File: config.mk
export PLATFORM = sky130hd
export DESIGN_NAME = mem_req_arbiter
export DESIGN_NICKNAME = d
export VERILOG_FILES = /design/src/rtl/mem_req_arbiter.sv
export SDC_FILE = /design/constraint.sdc
export NUM_CORES = 1
export LEC_CHECK = 0
export CORE_AREA = 2 2 124 126
export DETAILED_ROUTE_END_ITERATION = 16
export DIE_AREA = 0 0 126 128
export GPL_ROUTABILITY_DRIVEN = 0
export HOLD_SLACK_MARGIN = 0.08
export PLACE_DENSITY = 0.55
export SKIP_LAST_GASP = 1
export SYNTH_ARGS = -nofsm -noshare
export SYNTH_HDL_FRONTEND = slang
export SYNTH_SLANG_ARGS = --single-unit
File: constraint.sdc
create_clock -name clk -period 2.06 [get_ports clk]
set_input_delay 0.412 -clock clk [delete_from_list [all_inputs] [get_ports clk]]
set_output_delay 0.412 -clock clk [all_outputs]
set_load 0.005 [all_outputs]
File: src/rtl/mem_req_arbiter.sv
// Shares one sram-like memory port between the IF and EXE masters, tracks the
// owner of each accepted transaction in an in-order FIFO and routes responses back.
module mem_req_arbiter #(
    parameter int MAX_OUTSTANDING = 2,
    parameter int STARVE_LIMIT    = 3
) (
    input  logic        clk,
    input  logic        resetn,

    input  logic        inst_req,
    input  logic        inst_wr,
    input  logic [1:0]  inst_size,
    input  logic [31:0] inst_addr,
    input  logic [3:0]  inst_wstrb,
    input  logic [31:0] inst_wdata,
    output logic        inst_addr_ok,
    output logic        inst_data_ok,
    output logic [31:0] inst_rdata,

    input  logic        data_req,
    input  logic        data_wr,
    input  logic [1:0]  data_size,
    input  logic [31:0] data_addr,
    input  logic [3:0]  data_wstrb,
    input  logic [31:0] data_wdata,
    output logic        data_addr_ok,
    output logic        data_data_ok,
    output logic [31:0] data_rdata,

    output logic        mem_req,
    output logic        mem_wr,
    output logic [1:0]  mem_size,
    output logic [31:0] mem_addr,
    output logic [3:0]  mem_wstrb,
    output logic [31:0] mem_wdata,
    input  logic        mem_addr_ok,
    input  logic        mem_data_ok,
    input  logic [31:0] mem_rdata
);

    localparam int PTR_W = (MAX_OUTSTANDING > 1) ? $clog2(MAX_OUTSTANDING) : 1;
    localparam int CNT_W = $clog2(MAX_OUTSTANDING + 1);
    localparam int SC_W  = (STARVE_LIMIT > 0) ? $clog2(STARVE_LIMIT + 1) : 1;

    localparam logic [PTR_W-1:0] PTR_LAST  = PTR_W'(MAX_OUTSTANDING - 1);
    localparam logic [CNT_W-1:0] CNT_FULL  = CNT_W'(MAX_OUTSTANDING);
    localparam logic [SC_W-1:0]  SC_LIMIT  = SC_W'(STARVE_LIMIT);

    // Owner bit per outstanding transaction: 0 = inst, 1 = data.
    logic [MAX_OUTSTANDING-1:0] fifo_q;
    logic [PTR_W-1:0]           head_q;
    logic [PTR_W-1:0]           tail_q;
    logic [CNT_W-1:0]           count_q;
    logic [SC_W-1:0]            starve_cnt_q;

    logic full;
    logic empty;
    logic sel_data;
    logic sel_inst;
    logic push;
    logic pop;
    logic head_owner;

    function automatic logic [PTR_W-1:0] ptr_inc(input logic [PTR_W-1:0] p);
        return (p == PTR_LAST) ? '0 : p + 1'b1;
    endfunction

    assign full  = (count_q == CNT_FULL);
    assign empty = (count_q == '0);

    // Data has priority unless inst has watched STARVE_LIMIT data grants go by.
    assign sel_data = data_req && !(inst_req && (starve_cnt_q == SC_LIMIT));
    assign sel_inst = inst_req && !sel_data;

    assign mem_req   = (inst_req || data_req) && !full && resetn;
    assign mem_wr    = sel_data ? data_wr    : inst_wr;
    assign mem_size  = sel_data ? data_size  : inst_size;
    assign mem_addr  = sel_data ? data_addr  : inst_addr;
    assign mem_wstrb = sel_data ? data_wstrb : inst_wstrb;
    assign mem_wdata = sel_data ? data_wdata : inst_wdata;

    assign inst_addr_ok = mem_addr_ok && mem_req && sel_inst;
    assign data_addr_ok = mem_addr_ok && mem_req && sel_data;

    assign push       = mem_req && mem_addr_ok;
    // A response with nothing outstanding (spurious or pre-reset) is dropped.
    assign pop        = mem_data_ok && !empty && resetn;
    assign head_owner = fifo_q[head_q];

    assign inst_data_ok = pop && !head_owner;
    assign data_data_ok = pop && head_owner;
    assign inst_rdata   = mem_rdata;
    assign data_rdata   = mem_rdata;

    always_ff @(posedge clk or negedge resetn) begin
        if (!resetn) begin
            fifo_q       <= '0;
            head_q       <= '0;
            tail_q       <= '0;
            count_q      <= '0;
            starve_cnt_q <= '0;
        end else begin
            if (push) begin
                fifo_q[tail_q] <= sel_data;
                tail_q         <= ptr_inc(tail_q);
            end
            if (pop) begin
                head_q <= ptr_inc(head_q);
            end
            case ({push, pop})
                2'b10:   count_q <= count_q + 1'b1;
                2'b01:   count_q <= count_q - 1'b1;
                default: count_q <= count_q;
            endcase

            if (!inst_req || inst_addr_ok) begin
                starve_cnt_q <= '0;
            end else if (data_addr_ok && (starve_cnt_q != SC_LIMIT)) begin
                starve_cnt_q <= starve_cnt_q + 1'b1;
            end
        end
    end

endmodule

* After elaboration in Yosys (flattened, before gate mapping)
Cells that the tools add are included.
** Cells by class
- Add/sub/neg operators :: 5
- $mul :: 0
- Div/mod/pow operators :: 0
- Magnitude comparators :: 3
- Equality and inequality tests :: 5
- Shift operators :: 0
- Multiplexer cells :: 15
- Bitwise gates (word level) :: 0
- Reductions and logical operators :: 25
** Operators by type and width (number)
- $mux W32 :: 2
- $logic_and A1 B1 Y1 :: 14
- $eq A2 B2 Y1 const B :: 3
- $logic_not A1 Y1 :: 6
- $mux W1 :: 6
- $mux W2 :: 3
- $add A2 B1 Y2 const B :: 2
- $lt A1 B2 Y1 const B :: 2
- $mux W4 :: 1
- $pmux W2 S2 :: 1
- $reduce_bool A2 Y1 :: 2
- $add A1 B1 Y1 const B :: 2
- $bwmux W2 :: 1
- $eq A2 B1 Y1 const B :: 1
- $logic_not A2 Y1 :: 1
- $logic_or A1 B1 Y1 :: 2
- $ne A2 B2 Y1 const B :: 1
- $sub A2 B1 Y2 const B :: 1
- $demux W1 S1 :: 1
- $ge A1 B1 Y1 const B :: 1
** Storage, ports and cells
- Register bits after elaboration :: 8
- Bits in latches :: 0
- Memory bits (writable) :: 0
- Bits in read-only memories :: 0
- Output and inout bits :: 140
- Logic and storage cells :: 58
- Memories kept :: 0

* Depth between registers and ports, before layout
Gate-level depths: netlist of the first run.
- Word-level depth :: 9
- Gate-level depth with buffers :: 7

* Worst setup path before layout of the first run
OpenSTA, ideal clock, no wires.
- Kind :: reg2out
- Start point :: register starve_cnt_q[0]
- End point :: output mem_addr[29]
- Arrival :: 1535 ps
- Required time :: 1648 ps
- Slack :: 113 ps
- Cell stages (with the launch flop) :: 6
- Cell sequence :: dfrtp_1 > ha_1 > a21boi_2 > buf_2 > buf_2 > mux2_2
** Between the ends
- Cells in the longest elaborated chain, start to end :: 5
** Ends and longest elaborated chain
- from (decl) :: RTL line 54 : logic [SC_W-1:0] starve_cnt_q;
- from (signal assigned) :: RTL line 119 : starve_cnt_q <= starve_cnt_q + 1'b1;
- $eq A2 B2 Y1 :: RTL line 72 : assign sel_data = data_req && !(inst_req && (starve_cnt_q == SC_LIMIT));
- $logic_and A1 B1 Y1 :: RTL line 72
- $logic_not A1 Y1 :: RTL line 72
- $logic_and A1 B1 Y1 :: RTL line 72
- $mux W32 :: RTL line 78 : assign mem_addr = sel_data ? data_addr : inst_addr;
- to (decl) :: RTL line 33 : output logic [31:0] mem_addr,
Every way passes these cells.

* Worst setup path in the final report of the first run
- Start point :: register starve_cnt_q[1]
- End point :: output mem_wdata[19]
** Between the ends
- Cells in the longest elaborated chain, start to end :: 5
** Ends and longest elaborated chain
- $eq A2 B2 Y1 :: RTL line 72
- $logic_and A1 B1 Y1 :: RTL line 72
- $logic_not A1 Y1 :: RTL line 72
- $logic_and A1 B1 Y1 :: RTL line 72
- $mux W32 :: RTL line 80 : assign mem_wdata = sel_data ? data_wdata : inst_wdata;
- to (decl) :: RTL line 35 : output logic [31:0] mem_wdata,
Every way passes these cells.

==> results.py, run 1 <==
metrics = {
    "routing": {
        "vias_per_cell": 3.74,
        "vias": 2172,
        "drtAntennaViolNets": 0,
        "first_pass_iters": 4,
        "drt_iter0_markers": 64,
        "drc": 0,
        "wirelength_um": 11000,
        "wl_per_cell_um": 18.9,
    },
    "global_route": {
        "grt_pass1_vias": 2544,
        "grt_pass1_wl_um": 15300,
        "antenna_found_initial": 0,
        "grt_usage": 0.124,
        "grt.overflow.total": 0,
        "grt_max_degree": 11,
    },
    "sta": {
        "setup_violations": 73,
        "finalHoldViolCount": 0,
        "finalSetupTns_ns": -13.92,
        "tightest_slew_ns": 0.269,
        "rsz0062_at_grt": "yes",
        "clock_skew_ns": 0.00163,
        "slew_headroom": 0.820,
        "slew_viol_final": 0,
        "layout_setup_ws_ns": -0.286,
        "finalCriticalPeriod_ns": 2.35,
        "fmax_mhz": 426,
        "period_share": 1.14,
    },
    "cells_and_area": {
        "fin_area_um2": 4920,
        "syn_to_final_growth_pct": 175,
        "drive_gt1_frac": 0.539,
        "antenna_cells": 0,
        "nets": 577,
    },
    "clock_tree": {
        "cts_num_sinks": 8,
        "cts-hold-fix-buffers": 0,
        "clockBufferDepth": 2,
        "clockRootBuffer": "clkbuf_16",
        "cts_buffers": 3,
        "clk_latency_ns": 0.23,
        "cts_tree": "built",
        "h-tree-depth": 1,
        "clk_pin_slew_worst_paths_ns": 0.04,
    },
    "floorplanning": {
        "die-area_um2": 16100,
        "rows": 45,
        "core_um2": 14900,
        "start_util": 0.120,
        "die_width_um": 126,
        "ioPinCount": 320,
        "die_h_um": 128,
    },
    "pwr": {
        "power_density_nw_per_um2": 377,
        "vdd_drop_max_mv": 0.288,
        "cellLeakagePower_nw": 2.29,
        "totalPowerFinal_mw": 1.85,
    },
    "placed_design": {
        "dp_slack_ns": -0.706,
        "port_buffers": 223,
        "placed_area_um2": 3860,
        "dpl.hpwl_um": 7520,
    },
    "synth": {
        "syn_inst": 185,
        "netlist.area_leader.share": 0.453,
        "ys_seq_elements": 8,
        "synth_top_area_cell": "mux2_2",
        "yosysSeqAreaShare": 0.112,
        "syn_area_per_cell_um2": 9.67,
        "syn_nets": 367,
        "synth_cell_type_count": 23,
        "netlist_area_um2": 1790,
        "ys_top_cells_by_area": "mux2_2, buf_4, dfrtp_1",
        "yosys_warnings": 0,
    },
    "critical_path": {
        "endpoint_kind": "primary output",
        "cp_data_required_time_ns": 1.65,
        "r2r-end": "fifo_q[0]",
        "r2r-start": "starve_cnt_q[1]",
        "crit_fanout": 6,
        "crit_path_end": "mem_wdata[19]",
        "crit_type": "reg -> out",
        "crit_path_start_kind": "flop",
        "arrival_ns": 1.93,
        "reg2reg_setup_slack_ns": 0.29,
        "setup.worst_path.start": "starve_cnt_q[1]",
        "ff2ff_path_depth": 9,
    },
    "hold_path": {
        "min_path_type": "in -> async",
    },
    "run_status": {
        "status": "finished with violations",
        "failed_checks": "setup timing",
    },
    "run": {
        "cap_violations": 0,
    },
}
## routing by layer
| metal | GRT usage | up-vias | routed length, um |
|---|---|---|---|
| met3 | 0.0309 | 17 | 1020 |
| met1 | 0.138 | 979 | 4020 |
| met5 | 0 | - | 0 |
| met2 | 0.239 | 186 | 5810 |
| li1 | - | 990 | - |
| met4 | 0.0252 | 0 | 136 |
## cell usage after synthesis, drive strengths merged
| master | n |
|---|---|
| a21boi | 1 |
| buf | 73 |
| dfrtp | 8 |
| ha | 2 |
| inv | 2 |
| mux2 | 73 |
| mux2i | 3 |
| nand2 | 4 |
| nand2b | 1 |
| nand3 | 1 |
| nand3b | 1 |
| nand4bb | 1 |
| nor2 | 5 |
| nor2b | 1 |
| nor3b | 1 |
| o211ai | 1 |
| or3b | 1 |
| or4b | 1 |
| xnor2 | 4 |
| xor2 | 1 |
## power breakdown
group	internal, mW	switching [mW]	total, mW	leakage [nW]
clock network	0.250	0.0711	0.321	0.0370
registers	0.222	0.0428	0.265	0.0984
logic	0.896	0.371	1.27	2.16
## worst min path at each step
stage                       from          to  slack [ns]
after floorplan           resetn  count_q[0]        0.12
after global placement    head_q      head_q        0.48
after detailed placement  head_q      head_q        0.49
after CTS                 resetn  count_q[0]        0.26
after global routing      resetn      head_q        0.27
final                     resetn      head_q        0.26
## worst max-delay path, cell delays in order, from the launching register on
cell and delay [ns]:
dfrtp_1 0.38, ha_2 0.20, a21boi_4 0.18, buf_12 0.16
buf_12 0.11, buf_16 0.12, buf_8 0.11, mux2_4 0.30
buf_6 0.12
## sequential cells by signal, indices dropped and copies added (netlist names)
register	count
head_q	1
count_q	2
tail_q	1
fifo_q	2
starve_cnt_q	2
## layout by cell type, fill, tap and decap left out, drive strengths merged, types with 3 or more instances in the layout
| cell | count |
|---|---|
| clkdlybuf4s50 | 144 |
| buf | 128 |
| mux2 | 73 |
| dfrtp | 8 |
| nor2 | 5 |
| nand2 | 4 |
| xnor2 | 4 |
| dlygate4sd2 | 4 |
| mux2i | 3 |
| clkbuf | 3 |
## cell families (layout without fill, tap and decap cells)
| family | count (synthesis) | count (layout) | synth area share |
|---|---|---|---|
| AOI/OAI and AO/OA | 2 | 2 | 0.0105 |
| and+or+nand+nor | 17 | 17 | 0.0601 |
| xor gates and xnor gates | 5 | 5 | 0.0245 |
| muxes | 76 | 76 | 0.478 |
| buffers and inverters | 75 | 283 | 0.301 |
| DFF | 8 | 8 | 0.112 |
| adders and majority gates | 2 | 2 | 0.0140 |
## metrics by stage
step,hold slack [ns],utilization,cells
final,0.259,0.331,581
after global routing,0.270,0.331,581
after CTS,0.261,0.326,580
after detailed placement,0.488,0.260,537
after global placement,0.482,0.260,537
after floorplan,0.116,-,185
## what timing repair did
item,4_1_cts,5_1_grt
buffers inserted,33,7
hold endpoints to repair,0,0
endpoints found under the setup margin,77,75
gates cloned,9,0
pin swaps,6,2
gates resized for setup,439,37
## layout make-up
cell class	instances	area, um2
fill	1523	9950
multi-input combinational	102	1330
tap	188	235
timing repair buffer	278	3070
clock buffer	3	75.1
sequential	8	200
inverter	2	7.51
Power figures use the tool's default switching activity.
==> inputs of run 2 (changes only) <==
GPL_TIMING_DRIVEN = 0   (was unset)
clock period = 2.4 ns   (was 2.06 ns; I/O delays follow)
==> results.py, run 2 (synthesis results as in run 1) <==
metrics = {
    "cells_and_area": {
        "final_cell_mix": "clkdlybuf4s50_1, buf_4, buf_6, mux2_4, mux2_2",
        "antenna_cells": 0,
        "drive_gt1_frac": 0.518,
        "top_regs": "count_q (2), fifo_q (2), starve_cnt_q (2)",
        "syn_to_final_growth_pct": 220,
        "nets": 696,
        "final_common_cell": "clkdlybuf4s50_1",
    },
    "critical_path": {
        "arrival_ns": 1.99,
        "crit_fanout": 5,
        "crit_path_start_kind": "flop",
        "endpoint_kind": "primary output",
        "slowest_stage": "dfrtp_1",
        "crit_type": "reg -> out",
        "cp_cell_sequence": "ha_2 > a21boi_4 > buf_6 > buf_6 > buf_6 > buf_16 > buf_6 > mux2_4 > buf_6",
        "cp_slowest_stage_delay_ns": 0.37,
        "cp_data_required_time_ns": 1.92,
        "crit_path_frequent_cell": "buf_6",
    },
    "routing": {
        "vias": 2610,
        "first_pass_iters": 4,
        "drc": 0,
        "drt_iter0_markers": 33,
        "wirelength_um": 10900,
        "vias_per_cell": 3.73,
        "drtAntennaViolNets": 0,
        "wl_per_cell_um": 15.6,
    },
    "sta": {
        "slew_viol_final": 0,
        "period_share": 1.03,
        "layout_setup_ws_ns": -0.0707,
        "hold_ws_ns": 0.211,
        "finalCriticalPeriod_ns": 2.47,
        "fmax_mhz": 405,
        "setup_violations": 27,
        "finalHoldViolCount": 0,
        "rsz0062_at_grt": "yes",
        "clock_skew_ns": 0.00196,
        "tightest_slew_ns": 0.359,
        "slew_headroom": 0.760,
        "finalSetupTns_ns": -1.16,
    },
    "clock_tree": {
        "cts-hold-fix-buffers": 0,
        "cts_buffers": 3,
        "clockBufferDepth": 2,
        "cts_num_sinks": 8,
        "clockRootBuffer": "clkbuf_16",
        "clk_latency_ns": 0.23,
        "h-tree-depth": 1,
        "clk_pin_slew_worst_paths_ns": 0.04,
        "cts_tree": "built",
    },
    "global_route": {
        "antenna_found_initial": 0,
        "grt.overflow.total": 0,
        "grt_usage": 0.117,
        "grt_max_degree": 12,
        "grt_pass1_vias": 2703,
        "grt_pass1_wl_um": 14900,
    },
    "floorplanning": {
        "ioPinCount": 320,
        "die_width_um": 126,
        "die-area_um2": 16100,
        "rows": 45,
        "die_h_um": 128,
        "start_util": 0.120,
        "core_um2": 14900,
    },
    "hold_path": {
        "min_path_type": "in -> async",
    },
    "pwr": {
        "power_density_nw_per_um2": 292,
        "cellLeakagePower_nw": 2.64,
        "totalPowerFinal_mw": 1.67,
        "vdd_drop_max_mv": 0.218,
    },
    "placed_design": {
        "port_buffers": 287,
        "dp_slack_ns": -1.05,
        "dpl.hpwl_um": 8850,
    },
    "run_status": {
        "failed_checks": "setup timing",
        "status": "finished with violations",
    },
    "run": {
        "cap_violations": 0,
    },
}
run 2: area by class of cell:
type	count	area, um2
fillers	1459	9140
repair buffers	325	3350
multi-input cells	102	1260
plain buffers	72	597
well taps	188	235
flip-flops and latches	8	200
clock buffers	3	75.1
inverters	2	7.51
run 2: what timing repair did:
item	in CTS	in global routing
endpoints found under the setup margin	77	72
pin swaps	2	3
setup buffers	26	9
gates resized for setup	326	113
cloned	5	0
run 2: metrics by stage:
step                      utilization  instance area (um2)  std cells
final                           0.385                 5730        700
after global routing            0.385                 5730        700
after CTS                       0.365                 5420        694
after detailed placement        0.329                 4900        660
after global placement          0.329                 4900        660
after floorplan                     -                 1790        185
run 2: power by group:
| part | switching (mW) | internal, mW |
|---|---|---|
| sequential | 0.0457 | 0.191 |
| clock | 0.0605 | 0.214 |
| combinational | 0.320 | 0.839 |
run 2: path summary, 6_finish.rpt:
check                                start              end  slack (ns)  depth (start not counted)
setup / recovery           starve_cnt_q[0]    mem_wdata[13]       -0.07                          9
hold / removal                      resetn  starve_cnt_q[0]        0.21                          1
setup reg to reg                count_q[0]       count_q[1]        0.51                          7
hold reg to reg                     head_q           head_q        0.49                          1
max in group asynchronous           resetn        fifo_q[1]        1.98                          1
min in group clk                    head_q           head_q        0.49                          1
run 2: layer usage:
metal	vias to the layer above	track usage	routed length, um
li1	1229	-	-
met1	1196	0.130	4020
met2	181	0.233	5920
met3	4	0.0234	955
met4	0	0.0142	46
met5	-	0	0
run 2: worst max-delay path, delay by kind of cell (launching register included):
kind                     cells  cell delay, ns
adder cells (fa/ha/maj)      1            0.20
AO/OA/AOI/OAI                1            0.19
buffers and inverters        6            0.68
flip-flops                   1            0.37
multiplexers                 1            0.31
